<file path="src/rtl/shift_pkg.sv">
// Shared types and defaults for the serial link transmit path.
// Holds the serializer state enum and the default width and bit order.
package shift_pkg;

  localparam int SHIFT_WIDTH_DEFAULT = 8;

  // 1: bit WIDTH-1 goes out first, 0: bit 0 goes out first
  localparam bit SHIFT_MSB_FIRST_DEFAULT = 1'b1;

  typedef enum logic {
    IDLE  = 1'b0,
    SHIFT = 1'b1
  } ser_state_t;

endpackage

</file>
<file path="src/rtl/shift_serializer.sv">
// Parallel-in serial-out transmitter with a one-word hold buffer.
// Ports: clk, reset (async active-low), din/din_valid/din_ready in,
//        data/data_valid/frame_start/busy registered serial outputs.
module shift_serializer
  import shift_pkg::*;
#(
  parameter int WIDTH     = SHIFT_WIDTH_DEFAULT,
  parameter bit MSB_FIRST = SHIFT_MSB_FIRST_DEFAULT
) (
  input  logic             clk,
  input  logic             reset,
  input  logic [WIDTH-1:0] din,
  input  logic             din_valid,
  output logic             din_ready,
  output logic             data,
  output logic             data_valid,
  output logic             frame_start,
  output logic             busy
);

  localparam int CW = $clog2(WIDTH);
  localparam logic [CW-1:0] LAST = CW'(WIDTH - 1);

  ser_state_t       state;
  logic [CW-1:0]    bit_cnt;
  logic [WIDTH-1:0] shreg;
  logic [WIDTH-1:0] hold;
  logic             hold_full;
  logic             accept;

  assign din_ready = !hold_full;
  assign accept    = din_valid && !hold_full;

  function automatic logic first_bit(
    input logic [WIDTH-1:0] w
  );
    return MSB_FIRST ? w[WIDTH-1] : w[0];
  endfunction

  // shreg keeps only the bits not yet on data
  function automatic logic [WIDTH-1:0] rest(
    input logic [WIDTH-1:0] w
  );
    return MSB_FIRST ? (w << 1) : (w >> 1);
  endfunction

  always_ff @(posedge clk or negedge reset) begin
    if (!reset) begin
      state       <= IDLE;
      bit_cnt     <= '0;
      shreg       <= '0;
      hold        <= '0;
      hold_full   <= 1'b0;
      data        <= 1'b0;
      data_valid  <= 1'b0;
      frame_start <= 1'b0;
      busy        <= 1'b0;
    end else begin
      case (state)
        IDLE: begin
          if (accept) begin
            state       <= SHIFT;
            bit_cnt     <= '0;
            shreg       <= rest(din);
            data        <= first_bit(din);
            data_valid  <= 1'b1;
            frame_start <= 1'b1;
            busy        <= 1'b1;
          end else begin
            data        <= 1'b0;
            data_valid  <= 1'b0;
            frame_start <= 1'b0;
            busy        <= 1'b0;
          end
        end
        SHIFT: begin
          if (bit_cnt == LAST) begin
            bit_cnt <= '0;
            // a held word wins; din_ready is low then
            if (hold_full) begin
              shreg       <= rest(hold);
              data        <= first_bit(hold);
              hold_full   <= 1'b0;
              frame_start <= 1'b1;
            end else if (accept) begin
              shreg       <= rest(din);
              data        <= first_bit(din);
              frame_start <= 1'b1;
            end else begin
              state       <= IDLE;
              data        <= 1'b0;
              data_valid  <= 1'b0;
              frame_start <= 1'b0;
              busy        <= 1'b0;
            end
          end else begin
            bit_cnt     <= bit_cnt + 1'b1;
            shreg       <= rest(shreg);
            data        <= first_bit(shreg);
            frame_start <= 1'b0;
            if (accept) begin
              hold      <= din;
              hold_full <= 1'b1;
            end
          end
        end
        default: state <= IDLE;
      endcase
    end
  end

endmodule

</file>
<file path="config.mk">
export PLATFORM = sky130hd
export DESIGN_NAME = shift_serializer
export DESIGN_NICKNAME = d
export VERILOG_FILES = /design/src/rtl/shift_pkg.sv /design/src/rtl/shift_serializer.sv
export SDC_FILE = /design/constraint.sdc
export NUM_CORES = 1
export LEC_CHECK = 0
export ABC_AREA = 1
export CAP_MARGIN = 30
export CORE_ASPECT_RATIO = 1.75
export CORE_MARGIN = 4
export CORE_UTILIZATION = 54
export DETAILED_ROUTE_END_ITERATION = 7
export PLACE_DENSITY = 0.74
export SYNTH_ARGS = -nofsm -noshare
export SYNTH_HDL_FRONTEND = slang
export SYNTH_SLANG_ARGS = --single-unit
</file>
<file path="constraint.sdc">
create_clock -name clk -period 1.6 [get_ports clk]
set_input_delay 0.16 -clock clk [delete_from_list [all_inputs] [get_ports clk]]
set_output_delay 0.16 -clock clk [all_outputs]
set_load 0.005 [all_outputs]
</file>
==> summary.txt <==
Status: complete, no violations
Routed WL: 2590 µm
CTS Hold Bufs: 0
Post-Synthesis Cells: 152
Clock latency on the worst-skew pair: 310 ps
Pwr dens: 1590 nW/µm²
DR vias: 1034
Ratio of cells with drive above 1 in the final layout: 18.6%
Total grt overflow: 0
Net Count, Synth: 166
Max Freq: 654 MHz
Global-route wire length before repair: 4530 µm
Drt wl/cell: 13.2 µm
I/O Buffers: 15
Die area: 3200 µm²
Final setup viols: 0
Initial antenna violation count: 0
Nature of the critical path endpoint: primary output
Sw Pwr: 932 µW
Max Transition Viols Final: 0
Total negative slack: 0 ps
TritonCTS Sinks: 24
Clock transition at path regs: 120 ps
Place WS: 97.5 ps
All-Layer GR Usage: 18.8%
Max-Cap Viols: 0
Final Hold Fails: 0
Pre-Repair DR Iteration Count: 4
Fin crit period: 1530 ps
RSZ-0062 raised after global routing: no
Final worst-path cycle share: 95.5%
CP Class: flip-flop to primary output
Clock skew: 4.33 ps
Fin worst setup slack: 71.3 ps
CP Launch Type: flip-flop
Most common cell in the netlist: nand2_1
Share of power burned in the clock network: 11.0%
CTS buffer count: 3
EDFF count, synth: 0
Data arrival, critical path: 1370 ps
GP Congestion: 0.841
Routed Antenna Nets: 0
Largest net degree at the start of global routing: 25
Critical path peak fanout: 5
Core Rows: 22
Vias per cell: 5.28
Dominant cells by area after synthesis: dfrtp_1 48%, nand2_1 16%, a21oi_1 4.8%
Clock Tree Buf Depth: 2
CTS tree: yes
H-Tree Depth: 1
Pint: 1420 µW
Reported leakage power: 0.000779 µW
Worst Max-Slew Pin Slew: 327 ps
Die X: 44.5 µm
Initial Util: 57.9%
Reg power frac: 43.2%
Critical path data required time: 1440 ps
DRC viols: 0
Yosys warns: 0
Post-route insts no fill: 196
Logic pwr share: 45.8%
Max_slew headroom: 78.2%
Asr flop ratio synth: 100%
FF+latch count, synth: 24
Core Area: 2170 µm²
Post-synth cell types: 17
Seq/Total Area, Yosys: 47.7%
Area delta synth->final: 17.4%
Root Driver: clkbuf_4
Leading area contributor after synthesis: dfrtp_1
Switching part of the total power: 39.7%
Peak supply drop: 0.000999 V
Main synth FF type: dfrtp_1
# IOs: 16
Nets: 188
Most frequent cells after synthesis: 53 x nand2_1, 24 x dfrtp_1, 15 x inv_1, 12 x a21oi_1
N_diodes: 0
Final HPWL DP: 1960 µm
Vias in the first global route: 1080
Post-synthesis cell area: 1260 µm²
Die Ht: 71.9 µm
Hold Path Class: primary input to asynchronous set/reset pin
Avg Cell Area, Syn: 8.29 µm²
Top cell type's share of synthesized area: 47.7%
Initial DRC count: 30
Placed cells: 192
## cell type report
class / count / area [µm²]
Inverter: 18 / 72.6
Multi-Input combinational cell: 104 / 542
Tap cell: 24 / 30.0
Clock buffer: 3 / 22.5
Fill cell: 178 / 696
Timing Repair Buffer: 23 / 210
Sequential cell: 24 / 602
## path summary, 6_finish.rpt
path                                        start               endpoint  slack [ps]  cells after the start
setup / recovery            hold_full$_DFFE_PN0P_              din_ready          70                      2
hold / removal                              reset         data$_DFF_PN0_         180                      2
setup reg to reg           bit_cnt[0]$_DFFE_PN0P_    hold[3]$_DFFE_PN0P_          90                      6
hold reg to reg               hold[1]$_DFFE_PN0P_    hold[1]$_DFFE_PN0P_         500                      2
max in group asynchronous                   reset  hold_full$_DFFE_PN0P_        1170                      2
min in group clk                           din[1]    hold[1]$_DFFE_PN0P_         410                      3
## cell usage in the layout, fill, tap and decap left out
cell type	Yosys	layout
nor3_1	1	1
clkdlybuf4s50_1	0	15
nor2_1	9	9
a21oi_1	12	12
inv_4	2	2
ha_1	3	3
inv_2	1	1
nand3_1	9	9
inv_1	15	15
nor2_4	4	4
nand2_8	0	1
dfrtp_2	0	1
buf_4	3	8
clkbuf_4	0	3
nand2_4	2	1
dfrtp_1	24	23
o21ai_0	1	1
o21ai_2	6	6
nand2_1	53	52
nand2_2	4	5
## metrics by stage
stage / utilization (%) / hold slack [ps] / power [µW] / instance area (µm²)
global route: 68.0 / 202 / 2570 / 1480
global placement: 66.1 / 457 / 2020 / 1440
detailed placement: 66.1 / 472 / 2080 / 1440
finish: 68.0 / 178 / 2350 / 1480
CTS: 67.1 / 193 / 2340 / 1460
floorplan: - / -136 / 1750 / 1260
## critical path, cell delays in order, from the launching register on
cell	delay (ps)
dfrtp_2	470
inv_4	80
clkdlybuf4s50_1	500
## sequential cells by signal, indices dropped and copies added (netlist names)
register,flops
shreg,8
hold_full,1
busy,1
hold,8
bit_cnt,3
frame_start,1
state,1
data,1
## layer usage
metal,vias up,GRT usage (%),share of wire [%],wire [µm]
met2,30,30.9,52,1350
met3,11,2.73,5.0,129
met5,-,0,0,0
met4,0,11.1,3.3,85
met1,481,22.3,40,1030
li1,512,-,-,-
## power groups by stage
stage / combinational (µW) / sequential [µW] / clock (µW)
2_1_floorplan: 776 / 969 / 0
5_1_grt: 1230 / 1050 / 291
3_3_place_gp: 1000 / 1010 / 0
6_report: 1080 / 1010 / 259
3_5_place_dp: 1050 / 1030 / 0
4_1_cts: 1050 / 1020 / 269
## timing repair
action                                  CTS  global route
setup buffers                             0             1
resized for setup                         1             2
endpoints found under the setup margin    1            11
pin swaps                                 0             0
gates cloned                              0             0
endpoints found under the hold margin     0             0
## logic make-up (layout without fill, tap and decap cells)
| family | Yosys count | count (layout) | share of synthesized area (%) |
|---|---|---|---|
| AND/OR/NAND/NOR | 82 | 82 | 29.8 |
| flip-flops | 24 | 24 | 47.7 |
| buffers and inverters | 24 | 44 | 10.2 |
| AO/OA/AOI/OAI | 19 | 19 | 9.33 |
| adder cells (fa/ha/maj) | 3 | 3 | 2.98 |
No activity file was read; power rests on OpenSTA's default activity.
